--- src/rtl/sequenciador_pc_if.sv ---
// Control bundle between decode/imem/PC register and sequenciador_pc.
// slave = sequencer side, master = environment driving it.
interface sequenciador_pc_if #(
    parameter int LARGURA = 32
);
    logic               inicia;
    logic               instr_valida;
    logic               stall;
    logic [LARGURA-1:0] pc_atual;
    logic               hlt;
    logic               continua;
    logic               salto;
    logic               desvio;
    logic               chamada;
    logic               retorno;
    logic [LARGURA-1:0] alvo;
    logic               pc_jump;
    logic [LARGURA-1:0] pc_endereco;
    logic               pc_halt;
    logic               pc_reseta;
    logic [1:0]         estado;
    logic               erro_pilha;

    modport master (
        output inicia, instr_valida, stall, pc_atual, hlt, continua,
        output salto, desvio, chamada, retorno, alvo,
        input  pc_jump, pc_endereco, pc_halt, pc_reseta, estado, erro_pilha
    );

    modport slave (
        input  inicia, instr_valida, stall, pc_atual, hlt, continua,
        input  salto, desvio, chamada, retorno, alvo,
        output pc_jump, pc_endereco, pc_halt, pc_reseta, estado, erro_pilha
    );
endinterface

--- src/rtl/sequenciador_pc.sv ---
// Fetch/execute sequencer driving PC jump/halt/reset controls.
// Define RAS_EN to include the return-address stack.
module sequenciador_pc #(
    parameter int LARGURA      = 32,
    parameter int PROFUNDIDADE = 8
) (
    input logic              clock,
    input logic              reseta,
    sequenciador_pc_if.slave bus
);
    typedef enum logic [1:0] {
        OCIOSO  = 2'b00,
        BUSCA   = 2'b01,
        EXECUTA = 2'b10,
        PARADO  = 2'b11
    } estado_t;

    estado_t            estado_q, estado_d;
    logic               para_q, para_d;
    logic               jump_q, jump_d;
    logic               halt_q, halt_d;
    logic               rst_q, rst_d;
    logic [LARGURA-1:0] end_q, end_d;

`ifdef RAS_EN
    localparam int PW = $clog2(PROFUNDIDADE);

    logic [PW:0]        sp_q, sp_d;
    logic [LARGURA-1:0] pilha [PROFUNDIDADE];
    logic               push;
    logic [PW-1:0]      topo;
    logic               cheia;
    logic               erro_q, erro_d;

    assign topo  = sp_q[PW-1:0] - 1'b1;
    assign cheia = (sp_q == (PW+1)'(PROFUNDIDADE));
`endif

    always_comb begin
        estado_d = estado_q;
        para_d   = para_q;
        jump_d   = 1'b0;
        halt_d   = 1'b1;
        rst_d    = 1'b0;
        end_d    = end_q;
`ifdef RAS_EN
        sp_d     = sp_q;
        push     = 1'b0;
        erro_d   = erro_q;
`endif
        unique case (estado_q)
            OCIOSO: begin
                rst_d = 1'b1;
                if (bus.inicia) begin
                    estado_d = BUSCA;
                    rst_d    = 1'b0;
                end
            end
            BUSCA: begin
                if (bus.instr_valida && !bus.stall) begin
                    estado_d = EXECUTA;
                    para_d   = 1'b0;
                    if (bus.hlt) begin
                        para_d = 1'b1;
                    end else if (bus.retorno) begin
`ifdef RAS_EN
                        if (sp_q == '0) begin
                            para_d = 1'b1;
                            erro_d = 1'b1;
                        end else begin
                            jump_d = 1'b1;
                            halt_d = 1'b0;
                            end_d  = pilha[topo];
                            sp_d   = sp_q - 1'b1;
                        end
`else
                        para_d = 1'b1;
`endif
                    end else if (bus.chamada) begin
                        jump_d = 1'b1;
                        halt_d = 1'b0;
                        end_d  = bus.alvo;
`ifdef RAS_EN
                        // full stack: jump anyway, drop the return address
                        if (cheia) begin
                            erro_d = 1'b1;
                        end else begin
                            push = 1'b1;
                            sp_d = sp_q + 1'b1;
                        end
`endif
                    end else if (bus.salto || bus.desvio) begin
                        jump_d = 1'b1;
                        halt_d = 1'b0;
                        end_d  = bus.alvo;
                    end else begin
                        halt_d = 1'b0;
                    end
                end
            end
            EXECUTA: begin
                estado_d = para_q ? PARADO : BUSCA;
            end
            PARADO: begin
                if (bus.continua) begin
                    estado_d = EXECUTA;
                    para_d   = 1'b0;
                    halt_d   = 1'b0;
                end
            end
            default: estado_d = OCIOSO;
        endcase
    end

    always_ff @(posedge clock or negedge reseta) begin
        if (!reseta) begin
            estado_q <= OCIOSO;
            para_q   <= 1'b0;
            jump_q   <= 1'b0;
            halt_q   <= 1'b1;
            rst_q    <= 1'b1;
            end_q    <= '0;
`ifdef RAS_EN
            sp_q     <= '0;
            erro_q   <= 1'b0;
`endif
        end else begin
            estado_q <= estado_d;
            para_q   <= para_d;
            jump_q   <= jump_d;
            halt_q   <= halt_d;
            rst_q    <= rst_d;
            end_q    <= end_d;
`ifdef RAS_EN
            sp_q     <= sp_d;
            erro_q   <= erro_d;
`endif
        end
    end

`ifdef RAS_EN
    always_ff @(posedge clock) begin
        if (push) begin
            pilha[sp_q[PW-1:0]] <= bus.pc_atual + 1'b1;
        end
    end

    assign bus.erro_pilha = erro_q;
`else
    assign bus.erro_pilha = 1'b0;
`endif

    assign bus.estado      = estado_q;
    assign bus.pc_jump     = jump_q;
    assign bus.pc_halt     = halt_q;
    assign bus.pc_reseta   = rst_q;
    assign bus.pc_endereco = end_q;
endmodule

--- src/flat_wrapper.sv ---
// flat-port wrapper written by rule: the top's interface ports become plain ports
module sequenciador_pc_flat 
#(
    parameter int LARGURA      = 32,
    parameter int PROFUNDIDADE = 8
)
  (clock, reseta, bus_inicia, bus_instr_valida, bus_stall, bus_pc_atual, bus_hlt, bus_continua, bus_salto, bus_desvio, bus_chamada, bus_retorno, bus_alvo, bus_pc_jump, bus_pc_endereco, bus_pc_halt, bus_pc_reseta, bus_estado, bus_erro_pilha);
  sequenciador_pc_if #(.LARGURA(LARGURA)) bus_i ();
  input logic clock;
  input logic reseta;
  input wire logic [$bits(bus_i.inicia)-1:0] bus_inicia;
  input wire logic [$bits(bus_i.instr_valida)-1:0] bus_instr_valida;
  input wire logic [$bits(bus_i.stall)-1:0] bus_stall;
  input wire logic [$bits(bus_i.pc_atual)-1:0] bus_pc_atual;
  input wire logic [$bits(bus_i.hlt)-1:0] bus_hlt;
  input wire logic [$bits(bus_i.continua)-1:0] bus_continua;
  input wire logic [$bits(bus_i.salto)-1:0] bus_salto;
  input wire logic [$bits(bus_i.desvio)-1:0] bus_desvio;
  input wire logic [$bits(bus_i.chamada)-1:0] bus_chamada;
  input wire logic [$bits(bus_i.retorno)-1:0] bus_retorno;
  input wire logic [$bits(bus_i.alvo)-1:0] bus_alvo;
  output wire logic [$bits(bus_i.pc_jump)-1:0] bus_pc_jump;
  output wire logic [$bits(bus_i.pc_endereco)-1:0] bus_pc_endereco;
  output wire logic [$bits(bus_i.pc_halt)-1:0] bus_pc_halt;
  output wire logic [$bits(bus_i.pc_reseta)-1:0] bus_pc_reseta;
  output wire logic [$bits(bus_i.estado)-1:0] bus_estado;
  output wire logic [$bits(bus_i.erro_pilha)-1:0] bus_erro_pilha;
  assign bus_i.inicia = bus_inicia;
  assign bus_i.instr_valida = bus_instr_valida;
  assign bus_i.stall = bus_stall;
  assign bus_i.pc_atual = bus_pc_atual;
  assign bus_i.hlt = bus_hlt;
  assign bus_i.continua = bus_continua;
  assign bus_i.salto = bus_salto;
  assign bus_i.desvio = bus_desvio;
  assign bus_i.chamada = bus_chamada;
  assign bus_i.retorno = bus_retorno;
  assign bus_i.alvo = bus_alvo;
  assign bus_pc_jump = bus_i.pc_jump;
  assign bus_pc_endereco = bus_i.pc_endereco;
  assign bus_pc_halt = bus_i.pc_halt;
  assign bus_pc_reseta = bus_i.pc_reseta;
  assign bus_estado = bus_i.estado;
  assign bus_erro_pilha = bus_i.erro_pilha;
  sequenciador_pc #(.LARGURA(LARGURA), .PROFUNDIDADE(PROFUNDIDADE)) u_core (.clock(clock), .reseta(reseta), .bus(bus_i));
endmodule
--- config.mk ---
export PLATFORM = sky130hd
export DESIGN_NAME = sequenciador_pc_flat
export DESIGN_NICKNAME = d
export VERILOG_FILES = /design/src/rtl/sequenciador_pc_if.sv /design/src/rtl/sequenciador_pc.sv /design/src/flat_wrapper.sv
export SDC_FILE = /design/constraint.sdc
export NUM_CORES = 1
export LEC_CHECK = 0
export ABC_AREA = 1
export CAP_MARGIN = 20
export CORE_AREA = 10 10 80 82
export DETAILED_ROUTE_END_ITERATION = 8
export DIE_AREA = 0 0 90 92
export DONT_BUFFER_PORTS = 1
export PLACE_DENSITY_LB_ADDON = 0.2
export SLEW_MARGIN = 5
export SYNTH_ARGS = -nofsm -noshare
export SYNTH_HDL_FRONTEND = slang
export SYNTH_SLANG_ARGS = --single-unit
--- constraint.sdc ---
create_clock -name clock -period 1.2 [get_ports clock]
set_input_delay 0.36 -clock clock [delete_from_list [all_inputs] [get_ports clock]]
set_output_delay 0.36 -clock clock [all_outputs]
set_load 0.02 [all_outputs]
==> impl_metrics.py <==
metrics = {
    "yosys": {
        "syn_area_per_cell_um2": 9.26,
        "seq_area_frac_synth_pct": 58.5,
        "synth_area_leader_cell": "dfrtp_1",
        "synth_top_area_share_pct": 55.3,
        "yosys.cell_types.count": 19,
        "ys_ff_latch": 38,
        "syn_nets": 251,
        "netlist_top_cells_area": "dfrtp_1, nand2_1, nand4_1",
        "ys.warnings.count": 0,
        "syn_inst": 176,
        "syn_area_mm2": 0.00163,
    },
    "global_route": {
        "overflow": 0,
        "grt_usage_pct": 11.4,
        "antenna_found_initial": 0,
        "grt_pass1_wl_um": 7600,
        "grt_pass1_vias": 1400,
        "grt_max_degree": 39,
    },
    "final_layout": {
        "layout-drive-gt1-share_pct": 29.3,
        "stdcell_count": 261,
        "final_cell_mix": "nand2_1, dfrtp_1, nand4_1, nand2_2, buf_4",
        "fillCellCount": 494,
        "layout_commonest_cell": "nand2_1",
        "fin_nets": 265,
        "area_growth_pct": 20.9,
        "diodes": 0,
    },
    "place": {
        "post-place-cells": 247,
        "dp_hpwl_um": 3500,
        "io_buffers": 0,
        "routabilityCongestion": 0.747,
        "place_ws_ns": -0.0981,
    },
    "floorplanning": {
        "initial_utilization_pct": 33.2,
        "coreArea_mm2": 0.00491,
        "fp.dieW_um": 90,
        "ioPinCount": 113,
        "rows": 26,
        "die_h_um": 92,
        "dieArea_mm2": 0.00828,
    },
    "setup_path": {
        "worst_setup_path_end_kind": "output pin",
        "cp.depth": 0,
        "worstReg2RegStart": "u_core.bus.estado[1]$_DFFE_PN0P_",
        "r2r_slack_ns": -0.02,
        "start_kind": "flop",
        "cp_data_arrival_time_ns": 0.87,
        "ff2ff_path_depth": 7,
        "crit_end": "bus_pc_halt",
        "critical_path_class": "flop to output pin",
        "worstPathRequired_ns": 0.84,
        "crit_fanout": 1,
        "crit_start": "u_core.bus.pc_halt$_DFF_PN1_",
        "worstReg2RegEnd": "u_core.bus.pc_endereco[16]$_DFFE_PN0P_",
    },
    "routing": {
        "drtAntennaViolNets": 0,
        "drt-vias-per-instance": 5.00,
        "num_vias": 1306,
        "wl_per_cell_um": 17.8,
        "routed_wirelength_um": 4660,
        "dr.pass1.iters": 4,
        "drc": 0,
        "dr.first_iter.drc_count": 55,
    },
    "timing": {
        "slew_viol_final": 0,
        "setup_viol": 33,
        "holdWs_ns": -0.241,
        "fin_setup_tns_ns": -0.387,
        "period_needed_ns": 1.23,
        "layout_setup_ws_ns": -0.0328,
        "min_period_over_period_pct": 103,
        "rsz0062_at_grt": "yes",
        "finClkSkew_ns": 0.00673,
        "hold_violations": 38,
        "max_clock_freq_mhz": 811,
    },
    "power_and_ir_drop": {
        "p_per_area_mw_per_mm2": 2300,
        "ir_worst_vdd_v": 0.000819,
        "power.leakage_nw": 1.01,
        "p_total_mw": 4.53,
    },
    "clock_tree": {
        "cts_buffer_depth": 2,
        "clkTransAtPathRegs_ns": 0.08,
        "clock_sinks": 38,
        "cts_made_buffers": 5,
        "cts_root_buf": "clkbuf_8",
        "htreeDepth": 2,
        "insertion_delay_ns": 0.28,
        "cts_tree": "done",
    },
    "status": {
        "outcome": "finished with violations",
        "violations": "negative hold slack, negative setup slack",
    },
    "flow_run": {
        "cap_violations": 0,
    },
    "worst_hold_path": {
        "hold_path_class": "input port to asynchronous set/reset pin",
    },
}
-- metrics by stage --
step                area, um^2  utilization (%)
floorplan                 1640                -
global placement          1750             35.6
detailed placement        1750             35.6
CTS                       1920             39.0
global route              1970             40.1
finish                    1970             40.1
-- worst min-delay path by stage --
| stage | endpoint | startpoint | depth (start not counted) |
|---|---|---|---|
| finish | u_core.bus.pc_endereco[12]$_DFFE_PN0P_ | reseta | 0 |
| global route | u_core.bus.estado[0]$_DFFE_PN0P_ | reseta | 0 |
| CTS | u_core.bus.estado[1]$_DFFE_PN0P_ | reseta | 0 |
| detailed placement | u_core.bus.pc_endereco[12]$_DFFE_PN0P_ | reseta | 0 |
| global placement | u_core.bus.pc_endereco[12]$_DFFE_PN0P_ | reseta | 0 |
| floorplan | u_core.bus.estado[0]$_DFFE_PN0P_ | reseta | 0 |
-- Yosys cell counts --
| master | n |
|---|---|
| a21oi_1 | 1 |
| buf_2 | 3 |
| buf_4 | 1 |
| buf_6 | 3 |
| clkbuf_1 | 6 |
| conb_1 | 1 |
| dfrtp_1 | 36 |
| dfstp_2 | 2 |
| inv_1 | 7 |
| nand2_1 | 70 |
| nand2_2 | 1 |
| nand3_1 | 2 |
| nand3_4 | 1 |
| nand3b_1 | 1 |
| nand4_1 | 32 |
| nor2_1 | 3 |
| nor2_2 | 1 |
| nor2_8 | 1 |
| o21ai_0 | 4 |
-- routing by layer --
metal | up-vias | routed length [um] | global-route usage (%)
met5 | - | 0 | 0
met4 | 0 | 52 | 3.58
met3 | 6 | 595 | 6.60
met2 | 62 | 2250 | 18.4
met1 | 626 | 1760 | 12.4
li1 | 612 | - | -
-- flip-flops by register name (all words and copies together), names as in the netlist --
| register | cells |
|---|---|
| u_core.para_q | 1 |
| u_core.bus.pc_reseta | 1 |
| u_core.bus.estado | 2 |
| u_core.bus.pc_endereco | 32 |
| u_core.bus.pc_halt | 1 |
| u_core.bus.pc_jump | 1 |
-- where the power goes --
group	switching, mW	internal, mW	total, mW
logic	0.521	0.437	0.958
registers	0.957	1.78	2.73
clock network	0.421	0.413	0.834
-- repair_timing --
action	4_1_cts	5_1_grt
endpoints found under the hold margin	38	38
pin swaps	0	2
setup buffers	3	1
gates cloned	2	0
setup endpoints to repair	34	36
gates resized for setup	13	18
-- cell families (layout without fill, tap and decap cells) --
logic type | count (synthesis) | in the layout | synth area share [%]
simple gates | 112 | 112 | 33.3
flops | 38 | 38 | 58.5
buf+inv | 20 | 35 | 6.45
compound gates | 5 | 5 | 1.54
other cells | 1 | 1 | 0.230
-- cell type report --
type                       instances  area, um^2  share of cell area (%)
inverter                           7        26.3                    1.33
timing repair buffer              20         189                    9.59
multi-input combinational        118         631                    32.0
clock buffer                       8        80.1                    4.07
sequential                        38         956                    48.5
tap                               70        87.6                    4.45
(Power assumes the default switching activity.)
==> edit (config.mk and constraints unchanged) <==
`LARGURA` is set to 32 in 3 places; all go to 64.
--- a/src/rtl/sequenciador_pc_if.sv
+++ b/src/rtl/sequenciador_pc_if.sv
@@ -3,3 +3,3 @@
 interface sequenciador_pc_if #(
-    parameter int LARGURA = 32
+    parameter int LARGURA = 64
 );
--- a/src/rtl/sequenciador_pc.sv
+++ b/src/rtl/sequenciador_pc.sv
@@ -3,3 +3,3 @@
 module sequenciador_pc #(
-    parameter int LARGURA      = 32,
+    parameter int LARGURA      = 64,
     parameter int PROFUNDIDADE = 8
--- a/src/flat_wrapper.sv
+++ b/src/flat_wrapper.sv
@@ -3,3 +3,3 @@
 #(
-    parameter int LARGURA      = 32,
+    parameter int LARGURA      = 64,
     parameter int PROFUNDIDADE = 8
Ports: changed (resized bus_alvo, bus_pc_atual and bus_pc_endereco); port bits go from 113 to 209. No check against the original RTL was run, so the function may have changed too.
==> edit against the original RTL <==
- the flow still finishes with violations (negative hold slack, negative setup slack)
- sequential share of layout area increased by 4.8 points
- synthesized area increased by 81%
- count of clock-buffer cells in the layout increased by 4
- critical path depth increased by 8
- sequential cell count increased by 32
- setup slack got worse by 0.073 ns
- hold slack got worse by 0.034 ns
- final area increased by 69%
- total power increased by 100%
- maximum frequency decreased by 5.6%
- wire length increased by 68%
==> edit: results (changes against the original RTL) <==
setup violators final 58 (+76%); H-tree levels 3 (+1); final HPWL from detailed placement 5411 um (+55%); routability-driven placement congestion ratio 0.7370 (-1.3%); worst path arrival time 1.52 ns (+0.65 ns); total length of routed wires 7816 um (+68%); Combinational Power Share 0.162 (-0.050); Routed met2 length 3671 um (+63%); global-route track usage on met3 0.08068 (+0.01467); final cell count without fillers 392 (+50%); met3 wire length 903 um (+52%); Post-Syn Nets 458 (+82%); global-route wire length before repair 12420 um (+64%); post-synth cell types 16 (-3); maximum number of pins on one net before global-route repair 71 (+82%); violation count after the first detailed-route iteration 133 (+140%); Max VDD drop 0.001304 V (+59%); leakage power total 1.694 nW (+68%); total instance count after detailed placement 373 (+51%); number of flip-flops in the largest register 64 (+100%); filler cell count in the final layout 414 (-16%); maximum fanout along the worst path 5 (+4); gr usage total 0.1842 (+0.07027); setup TNS -4.012 ns (-3.624 ns); hold slack -0.2746 ns (-0.03399 ns); via-per-instance ratio 5.819 (+16%); post_cts resized 18 (+5); post-route met1 wirelength 3179 um (+81%); instance area after placement 2984 um^2 (+70%); Max Clock Skew 0.01087 ns (+0.004145 ns); violations in the final reports negative hold slack, negative setup slack; outcome finished, violations left; area fraction in compound gates after synthesis 0.003401 (-0.01196); met2 global-route usage 0.2700 (+0.08596); Cells after Synth 319 (+81%); Layout area overhead 13.14%; Hold Fails Final Rpt 70 (+84%); placement-stage worst setup slack -0.09200 ns (+0.006079 ns); share of synthesized area occupied by flip-flops and latches 0.5961 (+0.01083); power density over the cells 2771 nW/um^2 (+21%); post-route setup slack -0.1054 ns (-0.07269 ns); clock buffers created by TritonCTS 9 (+4); met1 Resource Use GR 0.2360 (+0.1119)
[edit: final timing paths]
path	startpoint	to	slack [ns]	depth (start not counted)
max	u_core.bus.estado[1]	u_core.bus.pc_endereco[33]	-0.11	8
min in group clock	bus_inicia	u_core.bus.pc_reseta	0.07	1
max in group asynchronous	reseta	u_core.bus.pc_reseta	1.30	0
min	reseta	u_core.bus.pc_endereco[42]	-0.27	0
max reg2reg	u_core.bus.estado[1]	u_core.bus.pc_endereco[33]	-0.11	8
min reg2reg	u_core.para_q	u_core.para_q	0.51	2
[edit: final cells by class]
cell class,instances,share of cell area
flip-flops and latches,70,0.5336
repair buffers,16,0.05261
inverters,8,0.009019
clock buffers,12,0.04359
multi-input cells,212,0.3138
well taps,70,0.02631
clock inverters,4,0.02104
[edit: logic make-up (layout without fill, tap and decap cells)]
group           after synthesis  count (layout)
compound gates                2               2
buf+inv                      37              40
flops                        70              70
other cells                   1               1
simple gates                209             209
